**config.mk**
```make
export PLATFORM = sky130hd
export DESIGN_NAME = gauss_window_sched
export DESIGN_NICKNAME = d
export VERILOG_FILES = /design/src/rtl/gauss_window_sched.sv
export SDC_FILE = /design/constraint.sdc
export NUM_CORES = 1
export LEC_CHECK = 0
export CAP_MARGIN = 30
export CORE_MARGIN = 4
export CORE_UTILIZATION = 55
export DETAILED_ROUTE_END_ITERATION = 16
export DONT_BUFFER_PORTS = 1
export GPL_TIMING_DRIVEN = 0
export PLACE_DENSITY = 0.74
export SYNTH_ARGS = -nofsm -noshare
export SYNTH_HDL_FRONTEND = slang
export SYNTH_SLANG_ARGS = --single-unit
```
**constraint.sdc**
```tcl
create_clock -name clk_i -period 4 [get_ports clk_i]
set_input_delay 0.6 -clock clk_i [delete_from_list [all_inputs] [get_ports clk_i]]
set_output_delay 0.6 -clock clk_i [all_outputs]
set_load 0.01 [all_outputs]
```
**src/rtl/gauss_window_sched.sv**
```systemverilog
// Frame sequencer for the 3x3 Gaussian core: raster walk, 9-read window fetch,
// core handshake with timeout, destination write-back with zeroed borders.
module gauss_window_sched #(
    parameter int IMG_W        = 320,
    parameter int IMG_H        = 240,
    parameter int ADDR_W       = 17,
    parameter int CORE_TIMEOUT = 64
) (
    input  logic              clk_i,
    input  logic              rst_i,
    input  logic              start_i,
    output logic              busy_o,
    output logic              done_o,
    output logic              err_o,
    output logic              src_rd_o,
    output logic [ADDR_W-1:0] src_addr_o,
    input  logic [7:0]        src_data_i,
    output logic [71:0]       core_win_o,
    output logic              core_en_o,
    input  logic              core_done_i,
    input  logic [7:0]        core_data_i,
    output logic              dst_we_o,
    output logic [ADDR_W-1:0] dst_addr_o,
    output logic [7:0]        dst_data_o
);

    // state   | meaning
    // IDLE    | waiting for start_i
    // FETCH   | issuing the nine neighbourhood reads (k = 0..8)
    // CAPT    | capturing the last read byte into slot 8
    // RUN     | core enabled, waiting for core_done_i or timeout
    // WRITE   | one destination write, then pick the next pixel
    // DONE    | one-cycle frame-complete pulse
    localparam logic [2:0] S_IDLE  = 3'd0;
    localparam logic [2:0] S_FETCH = 3'd1;
    localparam logic [2:0] S_CAPT  = 3'd2;
    localparam logic [2:0] S_RUN   = 3'd3;
    localparam logic [2:0] S_WRITE = 3'd4;
    localparam logic [2:0] S_DONE  = 3'd5;

    localparam int CW = (IMG_W > 1) ? $clog2(IMG_W) : 1;
    localparam int RW = (IMG_H > 1) ? $clog2(IMG_H) : 1;
    localparam int TW = $clog2(CORE_TIMEOUT + 1);

    logic [2:0]        state_q;
    logic [CW-1:0]     col_q;
    logic [RW-1:0]     row_q;
    logic [ADDR_W-1:0] pix_addr_q;
    logic [ADDR_W-1:0] fetch_addr_q;
    logic [3:0]        k_q;
    logic [1:0]        dx_q;
    logic [TW-1:0]     tmr_q;
    logic [71:0]       win_q;
    logic [7:0]        res_q;
    logic              err_q;

    logic [CW-1:0]     nxt_col;
    logic [RW-1:0]     nxt_row;
    logic              last_px;
    logic              nxt_border;

    always_comb begin
        nxt_col = col_q + CW'(1);
        nxt_row = row_q;
        last_px = (row_q == RW'(IMG_H - 1)) && (col_q == CW'(IMG_W - 1));
        if (col_q == CW'(IMG_W - 1)) begin
            nxt_col = '0;
            nxt_row = row_q + RW'(1);
        end
        nxt_border = (nxt_row == '0) || (nxt_row == RW'(IMG_H - 1)) ||
                     (nxt_col == '0) || (nxt_col == CW'(IMG_W - 1));
    end

    always_ff @(posedge clk_i) begin
        if (rst_i) begin
            state_q      <= S_IDLE;
            col_q        <= '0;
            row_q        <= '0;
            pix_addr_q   <= '0;
            fetch_addr_q <= '0;
            k_q          <= '0;
            dx_q         <= '0;
            tmr_q        <= '0;
            win_q        <= '0;
            res_q        <= '0;
            err_q        <= 1'b0;
        end else begin
            case (state_q)
                S_IDLE: begin
                    if (start_i) begin
                        col_q      <= '0;
                        row_q      <= '0;
                        pix_addr_q <= '0;
                        err_q      <= 1'b0;
                        // pixel (0,0) is always a border pixel
                        res_q      <= '0;
                        state_q    <= S_WRITE;
                    end
                end
                S_FETCH: begin
                    if (k_q != 4'd0)
                        win_q <= {src_data_i, win_q[71:8]};
                    if (k_q == 4'd8) begin
                        state_q <= S_CAPT;
                    end else begin
                        k_q <= k_q + 4'd1;
                        if (dx_q == 2'd2) begin
                            dx_q         <= 2'd0;
                            fetch_addr_q <= fetch_addr_q + ADDR_W'(IMG_W - 2);
                        end else begin
                            dx_q         <= dx_q + 2'd1;
                            fetch_addr_q <= fetch_addr_q + ADDR_W'(1);
                        end
                    end
                end
                S_CAPT: begin
                    win_q   <= {src_data_i, win_q[71:8]};
                    tmr_q   <= TW'(CORE_TIMEOUT - 1);
                    state_q <= S_RUN;
                end
                S_RUN: begin
                    if (core_done_i) begin
                        res_q   <= core_data_i;
                        state_q <= S_WRITE;
                    end else if (tmr_q == '0) begin
                        err_q   <= 1'b1;
                        res_q   <= '0;
                        state_q <= S_WRITE;
                    end else begin
                        tmr_q <= tmr_q - TW'(1);
                    end
                end
                S_WRITE: begin
                    if (last_px) begin
                        state_q <= S_DONE;
                    end else begin
                        col_q      <= nxt_col;
                        row_q      <= nxt_row;
                        pix_addr_q <= pix_addr_q + ADDR_W'(1);
                        if (nxt_border) begin
                            res_q   <= '0;
                            state_q <= S_WRITE;
                        end else begin
                            // top-left neighbour of the next pixel: (addr+1) - IMG_W - 1
                            fetch_addr_q <= pix_addr_q - ADDR_W'(IMG_W);
                            k_q          <= '0;
                            dx_q         <= '0;
                            state_q      <= S_FETCH;
                        end
                    end
                end
                S_DONE: state_q <= S_IDLE;
                default: state_q <= S_IDLE;
            endcase
        end
    end

    assign busy_o     = (state_q != S_IDLE) && (state_q != S_DONE);
    assign done_o     = (state_q == S_DONE);
    assign err_o      = err_q;
    assign src_rd_o   = (state_q == S_FETCH);
    assign src_addr_o = fetch_addr_q;
    assign core_win_o = win_q;
    assign core_en_o  = (state_q == S_RUN);
    assign dst_we_o   = (state_q == S_WRITE);
    assign dst_addr_o = pix_addr_q;
    assign dst_data_o = res_q;

endmodule

```
# After elaboration in Yosys (flattened, before gate mapping)
# Index checks and enable logic that the tools add are counted.
# totals
ff_bits	148
input_bits	20
out_inout_bits	120
word_cells	113
# op_classes
add_sub_neg	9
eq_ne	23
muxes	46
reduce_logical	24
# ops
cell	count
72-bit one-hot mux with 2 select lines	1
17-bit 2-to-1 mux	6
72-bit 2-to-1 mux	1
17-bit one-hot mux with 2 select lines	2
8-bit 2-to-1 mux	7
17-bit by 1-bit adder with 17-bit output (second input constant)	2
9-bit 2-to-1 mux	3
8-bit one-hot mux with 3 select lines	1
9-bit == test (second input constant)	2
3-bit 2-to-1 mux	6
9-bit one-hot mux with 2 select lines	1
17-bit by 9-bit adder with 17-bit output (second input constant)	1
17-bit by 9-bit subtractor with 17-bit output (second input constant)	1
8-bit == test (second input constant)	2
8-bit one-hot mux with 2 select lines	1
3-bit one-hot mux with 5 select lines	1
7-bit 2-to-1 mux	2
7-bit one-hot mux with 2 select lines	1
4-bit 2-to-1 mux	3
2-bit inequality test (second input constant)	6
2-bit nonzero test	5
9-bit by 1-bit adder with 9-bit output (second input constant)	1
9-bit zero test	1
3-bit AND reduction	3
other kinds (27)	42

# Depth between registers and ports, before layout
# Gate-level depths: netlist of run 1.
# depth
word_depth	9
depth_mapped	11
ltp_nobuf	10

# Worst setup path before layout of run 1
# OpenSTA, ideal clock, no wires.
# synth_timing
path_kind	reg-to-reg
start	reg col_q[0]
end	reg fetch_addr_q[11], in the netlist src_addr_o[11]
setup_time_ns	0.116
t_arrival_ns	2.284
required_ns	3.884
slack_ns	1.600
stages_incl_launch_ff	11
n_path_buf	2
synth_period_minus_slack_ns	2.400
cell_sequence	dfxtp_1 > ha_1 > nand4bb_1 > buf_4 > nor4_2 > xor2_1 > nor4_2 > a211oi_2 > a21oi_2 > buf_6 > a31o_1
# synth_via
elab_chain_cells	8
word_cells_on_any_way	15
classes_between	add/sub (1); eq/ne (5); mux (2); reduce/logical (7)
# synth_lines
item	line_no	text
from (decl)	46	logic [CW-1:0] col_q;
from (signal assigned)	137	col_q <= nxt_col;
parallel branches: the longest is 7 deep, another holds 9-bit by 1-bit adder with 9-bit output	n/a	
4-bit AND reduction (no line) (*)	n/a	
to (signal assigned)	109	fetch_addr_q <= fetch_addr_q + ADDR_W'(IMG_W - 2);
to (signal assigned)	112	fetch_addr_q <= fetch_addr_q + ADDR_W'(1);
to (signal assigned)	145	fetch_addr_q <= pix_addr_q - ADDR_W'(IMG_W);
to (decl)	49	logic [ADDR_W-1:0] fetch_addr_q;
# Every way passes the cells marked *.
# A chain may end at the register's enable or synchronous reset.

# Worst setup path in the final report of run 1
# layout_timing
start	reg state_q[1]
end	out dst_we_o
# layout_via
elab_chain_cells	1
# layout_lines
item	line_no	text
from (decl)	45	logic [2:0] state_q;
from (signal assigned)	76	state_q <= S_IDLE;
from (signal assigned)	97	state_q <= S_WRITE;
from (signal assigned)	104	state_q <= S_CAPT;
3-bit == test	165	assign dst_we_o = (state_q == S_WRITE);
to (decl)	22	output logic dst_we_o,
# Every way passes these cells.

==> flow_summary.json, run 1 <==
{
  "status": "finished clean",
  "finalMaxSlewViolations": 0,
  "cts_resized": 0,
  "arrival_ps": 2720,
  "htreeDepth": 4,
  "crit-reg2reg-launch": "row_q[0]$_SDFFE_PP0P_",
  "grt-ovfl-total": 0,
  "reg2reg_slack_ps": 930,
  "startpoint": "state_q[1]$_SDFFE_PP0P_",
  "root_buffer": "clkbuf_16",
  "grt_max_degree": 17,
  "core-area_sq_um": 12200,
  "leakagePower_nw": 2.58,
  "syn_inst": 889,
  "cap_violations": 0,
  "hold_viol_final": 0,
  "worstHoldPathCells": 2,
  "insertion_delay_ps": 430,
  "cp.required_ps": 3400,
  "drc_errors": 0,
  "synth_warnings": 0,
  "gp_congestion": 0.975,
  "synth-async-reset-ratio_pct": 0,
  "path_class": "reg -> out",
  "p_per_area_nw_per_um2": 404,
  "dieHeight_um": 120,
  "grt_usage_pct": 25.4,
  "synthToLayoutAreaGrowth_pct": 11.1,
  "regToRegEndpoint": "state_q[0]$_SDFFE_PP0P_",
  "cts_tree": "yes",
  "fin_nets": 941,
  "min_period_over_period_pct": 83.0,
  "ir_drop_mv": 0.275,
  "synth_top_area_share_pct": 42.6,
  "antenna_cells": 0,
  "rows": 40,
  "initial_core_util_pct": 57.0,
  "dieArea_sq_um": 14500,
  "via_per_inst": 5.85,
  "critPathMaxFanout": 10,
  "hp-class": "in -> reg",
  "cts_sinks": 148,
  "min_period_ps": 3320,
  "synth_nets": 922,
  "synthTopCellsByArea": "dfxtp_1, nand2_1, a21oi_1, nor2_1, clkbuf_1",
  "drt_wl_total_um": 18300,
  "ant_nets": 0,
  "yosys_most_used_dff": "dfxtp_1",
  "synth-edff-count": 0,
  "start_kind": "flip-flop",
  "cts_hold_buf": 0,
  "fmax_mhz": 301,
  "synth.cell_area_sq_um": 6960,
  "wl_per_cell_um": 16.8,
  "relSlewSlack_pct": 39.7,
  "crit_end": "dst_we_o",
  "rsz0062_at_grt": "no",
  "fp.dieW_um": 120,
  "ys_ff_latch": 148,
  "dp_hpwl_um": 12900,
  "first_pass_iters": 6,
  "yosys.area.top_type": "dfxtp_1",
  "layout_common_cells": "nand2_1, dfxtp_1, a21oi_1",
  "hold_ws_ps": 306,
  "vias": 6368,
  "clk_path_buf_depth": 2,
  "port_buffers": 0,
  "final_common_cell": "nand2_1",
  "critPathCaptureType": "output pin",
  "antenna_found_initial": 0,
  "clk_pin_slew_worst_paths_ps": 60,
  "drt_iter0_markers": 476,
  "setup_tns_ps": 0,
  "worst_slew_pin_slew_ps": 899,
  "yosysUniqueCellTypes": 73,
  "grt_pass1_vias": 5709,
  "ff2ff_path_depth": 9,
  "drive_gt1_share_pct": 7.06,
  "fin_total_pwr_mw": 3.12,
  "ys_seq_area_share_pct": 42.6,
  "syn_avg_cell_area_sq_um": 7.83,
  "cts_buffers": 17,
  "finalSetupViolCount": 0,
  "grt_pass1_wl_um": 29900,
  "skew_ps": 9.31,
  "post-cts-setup-buffer-count": 0,
  "ios": 140
}
critical path: stages (launching register included):
cell      delay (ps)
dfxtp_1          300
clkbuf_1         170
nor2_1           260
nand2_1          280
inv_1            170
clkbuf_1         420
clkbuf_1         690
cell families (layout without fill, tap and decap cells):
group / after synthesis / after routing / share of synthesized area (%)
compound gates: 236 / 236 / 21.2
mux: 1 / 1 / 0.144
simple gates: 375 / 375 / 24.7
buf+inv: 82 / 114 / 4.84
flops: 148 / 148 / 42.6
fa+ha+maj: 13 / 13 / 2.34
xor+xnor: 34 / 34 / 4.28
final cells by class:
cell class | instances | area (sq um)
Fill cell | 1121 | 4480
Multi-Input combinational cell | 659 | 3660
Sequential cell | 148 | 2960
Clock buffer | 19 | 433
Buffer | 62 | 262
Tap cell | 168 | 210
Clock inverter | 13 | 126
Inverter | 20 | 75.1
Yosys cell counts (all sizes together) (2+ instances only):
cell type,count
a311oi,5
xor2,19
or3,10
nor2,62
nor2b,6
nand4b,3
xnor2,15
a21oi,130
nand3,19
nand2b,4
and3,6
o32ai,4
o22ai,5
dfxtp,148
nor3,27
o211ai,5
o21ai,33
nor4,10
a22o,8
nand4,9
a221oi,2
or4,3
a22oi,4
and3b,2
clkbuf,51
a31o,3
inv,20
ha,13
a211oi,10
nand2,203
buf,11
o31ai,5
a41oi,3
a2111oi,2
and2,3
a31oi,7
sequential cells by signal (all words and copies together), names as in the netlist:
signal,cells
core_win_o,72
dst_addr_o,17
src_addr_o,17
col_q,9
dst_data_o,8
row_q,8
tmr_q,7
k_q,4
state_q,3
dx_q,2
err_o,1
per-stage QoR:
step	utilization, %	area, sq um	cells	setup WS, ps
final	63.3	7730	1089	680
after global routing	63.3	7730	1089	499
after CTS	63.3	7730	1089	703
after detailed placement	58.7	7170	1057	997
after global placement	58.7	7170	1057	1000
after floorplan	-	6960	889	1600
worst min-delay path by stage:
stage                                from                          end
floorplan           tmr_q[0]$_SDFFE_PP0P_        tmr_q[0]$_SDFFE_PP0P_
global placement    tmr_q[0]$_SDFFE_PP0P_        tmr_q[0]$_SDFFE_PP0P_
detailed placement  tmr_q[0]$_SDFFE_PP0P_        tmr_q[0]$_SDFFE_PP0P_
CTS                         src_data_i[4]  core_win_o[68]$_SDFFE_PP0P_
global route               core_data_i[7]   dst_data_o[7]$_SDFFE_PP0P_
finish                      src_data_i[6]  core_win_o[70]$_SDFFE_PP0P_
layer usage:
layer	global-route usage [%]	part of all wire, %	vias up
met5	0	0	-
met1	33.3	43	2971
met2	40.3	47	220
met4	8.36	1.6	0
met3	7.25	7.9	26
li1	-	-	3151
power breakdown:
| part | total, mW | switching (mW) | internal [mW] |
|---|---|---|---|
| sequential | 1.50 | 0.0150 | 1.48 |
| combinational | 0.107 | 0.0842 | 0.0231 |
| clock | 1.52 | 0.655 | 0.863 |
No activity file was read; power rests on OpenSTA's default activity.
==> run 2, diff against run 1 <==
==> constraint.sdc (replaced) <==
create_clock -name clk_i -period 3.33 [get_ports clk_i]
set_input_delay 0.4995 -clock clk_i [delete_from_list [all_inputs] [get_ports clk_i]]
set_output_delay 0.4995 -clock clk_i [all_outputs]
set_load 0.01 [all_outputs]
==> run 2 against run 1 <==
  * Clock power grew 20%
  * Clock skew is essentially flat
  * Hold slack lost 99 ps
  * Largest power group unchanged
  * Sequential share of layout area is essentially flat
==> flow_summary.json, run 2 (synthesis gave the netlist of run 1 again) <==
{
  "finalSetupViolCount": 0,
  "grt_usage_pct": 25.4,
  "layout_common_cells": "nand2_1, dfxtp_1, a21oi_1",
  "synthToLayoutAreaGrowth_pct": 11.1,
  "status": "finished clean",
  "antenna_cells": 0,
  "arrival_ps": 3340,
  "rsz0062_at_grt": "no",
  "drc_errors": 0,
  "finalMaxSlewViolations": 0,
  "path_class": "reg -> reg",
  "initial_core_util_pct": 57.0,
  "cap_violations": 0,
  "setup_tns_ps": 0,
  "final_common_cell": "nand2_1",
  "port_buffers": 0,
  "cpPeakStageDelay_ps": 470,
  "final_util_pct": 63.3,
  "worst_slew_pin_slew_ps": 876,
  "drt_iter0_markers": 480,
  "dieArea_sq_um": 14500,
  "grt-ovfl-total": 0,
  "grt_pass1_vias": 5709,
  "gp_congestion": 0.975,
  "drive_gt1_share_pct": 7.17,
  "leakagePower_nw": 2.59,
  "core-area_sq_um": 12200,
  "drt_wl_total_um": 18300,
  "hold_viol_final": 0,
  "grt_max_degree": 17,
  "dp_hpwl_um": 12900,
  "ant_nets": 0,
  "via_per_inst": 5.84,
  "fp.dieW_um": 120,
  "relSlewSlack_pct": 41.2,
  "dieHeight_um": 120,
  "post-cts-setup-buffer-count": 0,
  "fin_nets": 941,
  "wl_per_cell_um": 16.8,
  "root_buffer": "clkbuf_16",
  "start_kind": "flip-flop",
  "skew_ps": 9.16,
  "antenna_found_initial": 0,
  "cts_buffers": 17,
  "first_pass_iters": 5,
  "cts_sinks": 148,
  "critPathCaptureType": "flip-flop",
  "rows": 40,
  "insertion_delay_ps": 430,
  "largest_reg_flops": 72,
  "ios": 140,
  "critPathMaxFanout": 10,
  "clk_pin_slew_worst_paths_ps": 60,
  "fmax_mhz": 326,
  "htreeDepth": 4,
  "slowest_stage": "a21oi_2",
  "min_period_ps": 3070,
  "grt_pass1_wl_um": 29900,
  "min_period_over_period_pct": 92.1,
  "cp.required_ps": 3600,
  "cts_tree": "yes",
  "clk_path_buf_depth": 2,
  "path_cells": "ha_1 -> clkbuf_1 -> nand3_1 -> nor3_1 -> a31o_2 -> nor2_1 -> a21oi_2 -> buf_6 -> a41oi_1",
  "p_per_area_nw_per_um2": 485,
  "hp-class": "in -> reg",
  "ir_drop_mv": 0.330,
  "vias": 6363
}
[run 2: final timing paths]
path,start,endpoint,slack [ps],depth (start not counted)
max reg2reg,row_q[0]$_SDFFE_PP0P_,state_q[0]$_SDFFE_PP0P_,260,9
min,src_data_i[6],core_win_o[70]$_SDFFE_PP0P_,210,2
max,row_q[0]$_SDFFE_PP0P_,state_q[0]$_SDFFE_PP0P_,260,9
min reg2reg,core_win_o[5]$_SDFFE_PP0P_,core_win_o[5]$_SDFFE_PP0P_,500,2
[run 2: worst max-delay path, delay by kind of cell, from the launching register on]
kind	cells	cell delay, ps
AOI/OAI and AO/OA	3	960
buffers and inverters	2	510
and+or+nand+nor	3	790
DFF	1	460
adders and majority gates	1	190
[run 2: layer usage]
metal / vias up / track usage (%) / wire length (um)
met3: 28 / 7.25 / 1420
li1: 3151 / - / -
met4: 0 / 8.36 / 299
met5: - / 0 / 0
met1: 2962 / 33.3 / 7980
met2: 222 / 40.3 / 8620
[run 2: repair_timing]
item                                    4_1_cts  5_1_grt
endpoints found under the setup margin        0        1
resized for setup                             0        2
hold buffers                                  0        0
[run 2: through the flow]
stage / cell area, sq um / cells / total power, mW / hold WS, ps / setup slack (ps)
after floorplan: 6960 / 889 / 1.91 / 451 / 930
after global placement: 7170 / 1057 / 1.96 / 474 / 333
after detailed placement: 7170 / 1057 / 1.96 / 479 / 327
after CTS: 7730 / 1089 / 3.77 / 189 / 134
after global routing: 7730 / 1089 / 3.85 / 202 / 13.1
final: 7730 / 1089 / 3.75 / 207 / 264
[run 2: layout make-up]
cell class	count	area, sq um
fillers	1120	4480
clock buffers	19	433
clock inverters	13	126
inverters	20	75.1
flip-flops and latches	148	2960
plain buffers	62	263
multi-input cells	659	3660
well taps	168	210
[run 2: power by group]
group	internal, mW	switching (mW)	total [mW]
clock	1.04	0.786	1.82
combinational	0.0279	0.101	0.129
sequential	1.78	0.0179	1.80
total	2.84	0.905	3.75
==> run 3, diff against run 2 <==
--- a/config.mk
+++ b/config.mk
@@ -7,11 +7,11 @@
 export LEC_CHECK = 0
 export CAP_MARGIN = 30
 export CORE_MARGIN = 4
-export CORE_UTILIZATION = 55
+export CORE_UTILIZATION = 63
 export DETAILED_ROUTE_END_ITERATION = 16
 export DONT_BUFFER_PORTS = 1
 export GPL_TIMING_DRIVEN = 0
-export PLACE_DENSITY = 0.74
+export PLACE_DENSITY = 0.83
 export SYNTH_ARGS = -nofsm -noshare
 export SYNTH_HDL_FRONTEND = slang
 export SYNTH_SLANG_ARGS = --single-unit
==> run 3 against run 2 <==
  * Worst setup slack got worse by 31 ps
  * Sequential power barely moved
  * Routed wire length rose by 1.8%
  * Die area fell by 12%
  * Global-route usage rose by 3.7 points
  * Combinational power barely moved
  * Total power rose by 0.77%
  * Sequential share of layout area rose by 0.14 points
  * Clock skew fell by 1.4 ps
  * Flip-flop and latch count did not move
  * Final cell count fell by 2.6%
  * Critical path type is now reg -> out
  * Critical endpoint is now dst_we_o
==> flow_summary.json, run 3 (synthesis gave the netlist of run 1 again) <==
{
  "cts_sinks": 148,
  "gp_congestion": 0.953,
  "antenna_found_initial": 0,
  "worst_slew_pin_slew_ps": 878,
  "largest_reg_flops": 72,
  "rsz0062_at_grt": "no",
  "seqCellArea_sq_um": 2960,
  "root_buffer": "clkbuf_8",
  "htreeDepth": 4,
  "first_pass_iters": 5,
  "final_util_pct": 71.0,
  "grt_pass1_wl_um": 30100,
  "cts_buffers": 17,
  "cap_violations": 0,
  "start_kind": "flip-flop",
  "hp-class": "in -> reg",
  "dieArea_sq_um": 12800,
  "hold_viol_final": 0,
  "clk_path_buf_depth": 2,
  "drc_errors": 0,
  "via_per_inst": 6.12,
  "grt-ovfl-total": 0,
  "grt_pass1_vias": 5919,
  "leakagePower_nw": 2.61,
  "grt_usage_pct": 29.0,
  "synthToLayoutAreaGrowth_pct": 10.7,
  "setup_tns_ps": 0,
  "fp.dieW_um": 113,
  "drt_wl_total_um": 18700,
  "finalSetupViolCount": 0,
  "min_period_over_period_pct": 93.0,
  "critPathCaptureType": "output pin",
  "fillers": 861,
  "antenna_cells": 0,
  "drive_gt1_share_pct": 7.06,
  "multi_input_area_sq_um": 3660,
  "ant_nets": 0,
  "min_period_ps": 3100,
  "wl_per_cell_um": 17.6,
  "initial_core_util_pct": 64.2,
  "drt_iter0_markers": 669,
  "fin_nets": 941,
  "grt_max_degree": 17,
  "arrival_ps": 2600,
  "skew_ps": 7.80,
  "ios": 140,
  "rows": 38,
  "vias": 6490,
  "fmax_mhz": 323,
  "fin_total_pwr_mw": 3.78,
  "cp.required_ps": 2830,
  "cts_tree": "yes",
  "finalMaxSlewViolations": 0,
  "path_class": "reg -> out",
  "relSlewSlack_pct": 41.0,
  "status": "finished clean",
  "dieHeight_um": 113,
  "core-area_sq_um": 10800,
  "p_per_area_nw_per_um2": 491,
  "insertion_delay_ps": 550,
  "layout_common_cells": "nand2_1, dfxtp_1, a21oi_1",
  "ir_drop_mv": 0.407,
  "port_buffers": 0,
  "critPathMaxFanout": 10,
  "dp_hpwl_um": 12700,
  "clk_pin_slew_worst_paths_ps": 60,
  "final_common_cell": "nand2_1"
}
[run 3: through the flow]
step	instances	worst slack (ps)	cell area, sq um	hold WS (ps)
after floorplan	889	930	6960	451
after global placement	1029	393	7130	485
after detailed placement	1029	358	7130	494
after CTS	1061	57.3	7700	73.2
after global routing	1061	77.5	7700	90.1
final	1061	233	7700	84.0
[run 3: layer usage]
metal	part of all wire [%]	vias to the layer above	track usage, %	routed length (um)
li1	-	3144	-	-
met1	40	2994	37.0	7550
met2	47	298	45.6	8720
met3	9.9	54	8.13	1840
met4	2.9	0	13.8	533
met5	0	-	0	0
[run 3: worst max-delay path: stages, from the launching register on]
cell	delay, ps
dfxtp_1	290
clkbuf_1	160
nor2_1	280
nand2_1	280
inv_1	180
clkbuf_1	430
clkbuf_2	420
[run 3: power breakdown]
group          switching (mW)  total [mW]  internal (mW)  leakage (nW)
clock network           0.761        1.85           1.09         0.277
registers              0.0175        1.80           1.78          1.19
logic                   0.102       0.129         0.0279          1.14
[run 3: path summary, 6_finish.rpt]
| check | cells past startpoint | slack (ps) | startpoint | end |
|---|---|---|---|---|
| min | 1 | 80 | core_data_i[7] | dst_data_o[7]$_SDFFE_PP0P_ |
| max reg2reg | 9 | 260 | row_q[0]$_SDFFE_PP0P_ | state_q[0]$_SDFFE_PP0P_ |
| max | 6 | 230 | state_q[1]$_SDFFE_PP0P_ | dst_we_o |
| min reg2reg | 2 | 500 | core_win_o[6]$_SDFFE_PP0P_ | core_win_o[6]$_SDFFE_PP0P_ |
[run 3: what timing repair did]
action,CTS,global route
gates resized for setup,0,2
hold buffers,0,0
endpoints found under the setup margin,0,1
setup buffers,0,0
[run 3: layout make-up]
cell class | count | share of cell area [%]
multi-input combinational | 659 | 47.5
buffer | 62 | 3.41
tap | 140 | 2.27
sequential | 148 | 38.5
clock buffer | 21 | 5.70
inverter | 20 | 0.975
clock inverter | 11 | 1.64
